$ cat src/rtl/pe_mem_pkg.sv
// Shared definitions for the PE scratchpad controller: geometry, op codes, FSM states.
package pe_mem_pkg;

   localparam int unsigned ADDR_W = 6;
   localparam int unsigned DEPTH  = 64;
   localparam int unsigned LEN_W  = 7;

   typedef enum logic [1:0] {
      OP_LOAD  = 2'b00,
      OP_DRAIN = 2'b01,
      OP_CLEAR = 2'b10,
      OP_NOP   = 2'b11
   } op_e;

   typedef enum logic [2:0] {
      S_IDLE,
      S_LOAD,
      S_RD_ISSUE,
      S_RD_WAIT,
      S_RD_HOLD,
      S_CLEAR,
      S_DONE
   } state_e;

   function automatic logic [LEN_W-1:0] sat_len(input logic [LEN_W-1:0] len,
                                                input int unsigned     max_len);
      return (32'(len) > max_len) ? LEN_W'(max_len) : len;
   endfunction

endpackage

$ cat src/rtl/pe_mem_addr_gen.sv
// Latches the command base/length and walks a wrapping scratchpad address.
module pe_mem_addr_gen
   import pe_mem_pkg::*;
(
   input  logic              clk_i,
   input  logic              rst_i,
   input  logic              load_i,
   input  logic              incr_i,
   input  logic [ADDR_W-1:0] base_i,
   input  logic [LEN_W-1:0]  len_i,
   output logic [ADDR_W-1:0] addr_o,
   output logic              last_o
);

   logic [ADDR_W-1:0] base_q;
   logic [LEN_W-1:0]  len_q;
   logic [LEN_W-1:0]  off_q;
   logic [LEN_W-1:0]  off_d;

   always_comb begin
      off_d = off_q;
      if (load_i) begin
         off_d = '0;
      end else if (incr_i) begin
         off_d = off_q + LEN_W'(1);
      end
   end

   always_ff @(posedge clk_i) begin
      if (rst_i) begin
         base_q <= '0;
         len_q  <= '0;
         off_q  <= '0;
      end else begin
         if (load_i) begin
            base_q <= base_i;
            len_q  <= len_i;
         end
         off_q <= off_d;
      end
   end

   // 6-bit sum wraps modulo the scratchpad depth for free
   assign addr_o = base_q + off_q[ADDR_W-1:0];
   assign last_o = (off_q == (len_q - LEN_W'(1)));

endmodule

$ cat src/rtl/pe_mem_ctrl.sv
// Command-driven LOAD/DRAIN/CLEAR sequencer for a synchronous-read PE scratchpad.
module pe_mem_ctrl
   import pe_mem_pkg::*;
#(
   parameter int unsigned num_bits = 8,
   parameter int unsigned depth    = DEPTH
) (
   input  logic                w_clk,
   input  logic                w_rst,
   input  logic                w_cmd_valid,
   output logic                r_cmd_ready,
   input  logic [1:0]          w_cmd_op,
   input  logic [ADDR_W-1:0]   w_cmd_base,
   input  logic [LEN_W-1:0]    w_cmd_len,
   input  logic                w_in_valid,
   output logic                r_in_ready,
   input  logic [num_bits-1:0] w_in_data,
   output logic                r_out_valid,
   input  logic                w_out_ready,
   output logic [num_bits-1:0] r_out_data,
   output logic                r_busy,
   output logic                r_done,
   output logic                r_mem_ready,
   output logic                r_mem_rw,
   output logic [ADDR_W-1:0]   r_mem_address,
   output logic [num_bits-1:0] r_mem_data_in,
   input  logic [num_bits-1:0] w_mem_data_out
);

   state_e              state_q;
   logic [num_bits-1:0] out_data_q;
   logic [ADDR_W-1:0]   addr;
   logic [LEN_W-1:0]    len_sat;
   logic                last;
   logic                accept;
   logic                in_hs;
   logic                out_hs;
   logic                step;
   op_e                 op;

   assign op      = op_e'(w_cmd_op);
   assign len_sat = sat_len(w_cmd_len, depth);
   assign accept  = w_cmd_valid && (state_q == S_IDLE) && !w_rst;
   assign in_hs   = (state_q == S_LOAD) && w_in_valid && !w_rst;
   assign out_hs  = (state_q == S_RD_HOLD) && w_out_ready && !w_rst;
   assign step    = (in_hs || out_hs) && !last;

   pe_mem_addr_gen u_addr_gen (
      .clk_i  (w_clk),
      .rst_i  (w_rst),
      .load_i (accept),
      .incr_i (step),
      .base_i (w_cmd_base),
      .len_i  (len_sat),
      .addr_o (addr),
      .last_o (last)
   );

   always_ff @(posedge w_clk) begin
      if (w_rst) begin
         state_q    <= S_IDLE;
         out_data_q <= '0;
      end else begin
         unique case (state_q)
            S_IDLE: begin
               if (accept) begin
                  if (len_sat == '0 || op == OP_NOP) state_q <= S_DONE;
                  else if (op == OP_LOAD)            state_q <= S_LOAD;
                  else if (op == OP_DRAIN)           state_q <= S_RD_ISSUE;
                  else                               state_q <= S_CLEAR;
               end
            end
            S_LOAD: begin
               if (in_hs && last) state_q <= S_DONE;
            end
            S_RD_ISSUE: state_q <= S_RD_WAIT;
            S_RD_WAIT: begin
               out_data_q <= w_mem_data_out;
               state_q    <= S_RD_HOLD;
            end
            S_RD_HOLD: begin
               if (out_hs) state_q <= last ? S_DONE : S_RD_ISSUE;
            end
            S_CLEAR: state_q <= S_DONE;
            S_DONE:  state_q <= S_IDLE;
            default: state_q <= S_IDLE;
         endcase
      end
   end

   // Reset overrides every output immediately, including the memory clear
   always_comb begin
      r_cmd_ready   = 1'b0;
      r_in_ready    = 1'b0;
      r_out_valid   = 1'b0;
      r_busy        = 1'b0;
      r_done        = 1'b0;
      r_mem_ready   = 1'b0;
      r_mem_rw      = 1'b0;
      r_mem_address = '0;
      r_mem_data_in = '0;
      r_out_data    = '0;
      if (!w_rst) begin
         r_cmd_ready   = (state_q == S_IDLE);
         r_in_ready    = (state_q == S_LOAD);
         r_out_valid   = (state_q == S_RD_HOLD);
         r_busy        = (state_q != S_IDLE);
         r_done        = (state_q == S_DONE);
         r_mem_ready   = (state_q != S_CLEAR);
         r_mem_rw      = in_hs;
         r_mem_address = addr;
         r_mem_data_in = in_hs ? w_in_data : '0;
         r_out_data    = out_data_q;
      end
   end

endmodule
$ cat config.mk
export PLATFORM = sky130hd
export DESIGN_NAME = pe_mem_ctrl
export DESIGN_NICKNAME = d
export VERILOG_FILES = /design/src/rtl/pe_mem_pkg.sv /design/src/rtl/pe_mem_addr_gen.sv /design/src/rtl/pe_mem_ctrl.sv
export SDC_FILE = /design/constraint.sdc
export NUM_CORES = 1
export LEC_CHECK = 0
export BUFFER_PORTS_ARGS = -buffer_cell sky130_fd_sc_hd__buf_4
export CORE_MARGIN = 1.5
export CORE_UTILIZATION = 53
export DETAILED_ROUTE_END_ITERATION = 8
export GPL_TIMING_DRIVEN = 0
export PLACE_DENSITY = 0.84
export REMOVE_ABC_BUFFERS = 1
export SLEW_MARGIN = 20
export SYNTH_ARGS = -nofsm -noshare
export SYNTH_HDL_FRONTEND = slang
export SYNTH_SLANG_ARGS = --single-unit
$ cat constraint.sdc
create_clock -name w_clk -period 5.8 [get_ports w_clk]
set_clock_uncertainty 0.15 [all_clocks]
set_input_delay 0 -clock w_clk [delete_from_list [all_inputs] [get_ports w_clk]]
set_output_delay 0 -clock w_clk [all_outputs]
set_load 0.05 [all_outputs]
==> out/qor.yml <==
outcome:
  status: "completed"
clock_tree:
  postCtsSetupBuffers: 0
  clock-root-buffer: "clkbuf_4"
  clock-sinks: 31
  clk_path_buf_depth: 2
  cts_buffers: 5
  cts_tree: "yes"
  h-tree-depth: 2
  clk_latency_ns: 0.34
  clkTransAtPathRegs_ns: 0.10
pwr:
  peakVddDrop_mv: 0.2207
  p_leak_nw: 1.325
  powerDensity_mw_per_mm2: 329.3
  report.power.total_mw: 0.9419
floorplanning:
  die-area_mm2: 0.003848
  start_util: 0.5534
  ios: 65
  fp.dieH_um: 62.03
  row_count: 21
  core_area_mm2: 0.003337
  die_width_um: 62.03
critical_path:
  cpLargestDelayFamily: "simple AND/OR/NAND/NOR gates"
  crit_buf_inv: 2
  critical_path.max_stage_delay_ns: 0.58
  required_ns: 5.94
  reg2regPathDepth: 7
  path_class: "reg2reg"
  end_kind: "register"
  r2r_end: "u_addr_gen.len_q[1]"
  cp-start-kind: "register"
  worstPathMaxFanout: 21
  arrival_ns: 3.57
  path_cells: "nor4_1 > and2_1 > nor2b_1 > nand2_1 > dlygate4sd3_1 > o21ai_1 > dlygate4sd3_1"
  r2r-start: "state_q[1]"
  crit_top_cell: "dlygate4sd3_1"
  reg2reg_setup_slack_ns: 2.37
  slowest_stage: "dlygate4sd3_1"
synth:
  synth.area.top_cells: "dfxtp_1 34%, xnor2_1 6.2%, a22o_1 5.2%, ha_1 4.7%, nand2_1 4.5%"
  ys_top_cells_by_count: "31 x dfxtp_1, 22 x nand2_1, 16 x nor2_1"
  ys_seq_area_frac: 0.3360
  synth_cells: 214
  syn-cell-area_mm2: 0.001847
  synth_warnings: 0
  synth_edf_count: 0
  synth_top_cell_by_area: "dfxtp_1"
  yosys.area.top_type_share: 0.3360
  ys_ff_latch: 31
  synth-async-reset-ratio: 0
  syn-mean-instance-area_um2: 8.630
  synth_flop_cell: "dfxtp_1"
  synthMostInstantiatedCell: "dfxtp_1"
  yosysUniqueCellTypes: 42
cells_and_area:
  utilization: 0.8571
  antenna_cells: 0
  nNetsFinal: 361
  drive_above_1_share: 0.2579
  stdcell_area_mm2: 0.002860
  syn2layout_area_growth_pct: 54.88
global_routing:
  grt_use_total: 0.2807
  grt.overflow.total: 0
  grt_pass1_vias: 1719
  antenna_found_initial: 0
  grt_pass1_wl_um: 7721
  grt_max_degree: 32
sta:
  setup_violations: 0
  hold_ws_ns: 0.04030
  rsz0062_at_grt: "false"
  tns_ns: 0
  finalCriticalPeriod_ns: 3.432
  clock.fmax_mhz: 291.3
  worst_pin_slew_ns: 0.8595
  fin_crit_sh: 0.5918
  drv_slew: 0
  slew_headroom: 0.4258
  hold_violations: 0
flow_run:
  max_cap_violations: 0
placement:
  finalWeightedCongestion: 0.8122
  io_buffers: 64
  dpl.hpwl_um: 2876
  place_area_mm2: 0.002344
detailed_routing:
  post_drt_wl_per_cell_um: 14.57
  finalWirelength_um: 5302
  ant_nets: 0
  viasPerCell: 5.420
  drt_iter0_drc: 78
  drc: 0
  drt_first_pass_iters: 4
  dr_total_vias: 1973
worst_hold_path:
  min_path_type: "in2reg"
  hold_start: "w_rst"
  holdPathEnd: "state_q[0]"
  whs_path_depth: 3
-- stage by stage --
stage	worst slack (ns)	instances
detailed placement	3.183	313
finish	2.368	364
floorplan	2.612	203
global route	2.298	364
CTS	2.515	364
global placement	3.197	313
-- final cells by class --
class	instances	area (um2)
Clock buffer	6	51.30
Clock inverter	2	35.03
Fill cell	184	476.7
Inverter	6	22.52
Multi-Input combinational cell	166	1162
Sequential cell	31	620.6
Tap cell	46	57.56
Timing Repair Buffer	107	910.9
-- cell usage in the layout (no fill, tap or decap), drive strengths merged, types with 3 or more instances in the layout --
cell type / instances
buf: 64
dlygate4sd3: 43
dfxtp: 31
nand2: 22
nor2: 16
a21oi: 16
nor2b: 13
xnor2: 13
a22o: 11
nand3: 10
and3: 9
ha: 7
inv: 6
mux2i: 6
clkbuf: 6
nor3: 4
and2: 4
nor4: 4
xor2: 3
nand2b: 3
o21ai: 3
-- flip-flops by register name, indices dropped and copies added (netlist names) --
name               count
out_data_q             8
state_q                3
u_addr_gen.base_q      6
u_addr_gen.len_q       7
u_addr_gen.off_q       7
-- logic make-up after synthesis --
group / Yosys count / synth area share
xor+xnor: 16 / 0.07588
buf+inv: 17 / 0.03659
fa+ha+maj: 8 / 0.05826
compound gates: 41 / 0.1829
mux: 6 / 0.03252
simple gates: 95 / 0.2778
flops: 31 / 0.3360
-- worst reg2reg max path, cell delays in order (launching register included) --
cell,delay (ns)
dfxtp_1,0.57
nor4_1,0.48
and2_1,0.41
nor2b_1,0.40
nand2_1,0.11
dlygate4sd3_1,0.58
o21ai_1,0.09
dlygate4sd3_1,0.58
-- report_power, final --
part	internal, mW	total (mW)	switching [mW]
Sequential	0.246	0.304	0.0581
Combinational	0.191	0.457	0.265
Clock	0.102	0.181	0.0794
Total	0.539	0.942	0.403
-- metal layers --
metal  share of wire  track usage  vias up
li1                -            -      963
met1            0.41       0.3410      919
met2            0.50       0.4673       76
met3           0.058      0.07039       15
met4           0.026       0.1246        0
met5               0            0        -
-- worst max path at each step --
stage / startpoint / endpoint / slack [ns] / cells past startpoint
after global placement: state_q[0] / u_addr_gen.off_q[6] / 3.20 / 5
final: state_q[1] / u_addr_gen.len_q[1] / 2.37 / 7
after global routing: state_q[1] / u_addr_gen.len_q[1] / 2.30 / 7
after floorplan: state_q[1] / u_addr_gen.len_q[2] / 2.61 / 4
after CTS: state_q[1] / u_addr_gen.len_q[0] / 2.52 / 7
after detailed placement: state_q[0] / u_addr_gen.off_q[6] / 3.18 / 5
-- what timing repair did --
action                    in CTS  in global routing
resized for setup              0                  0
hold buffers                  43                  0
hold endpoints to repair      26                  0
Note: power is estimated with default switching activity, not from simulation.
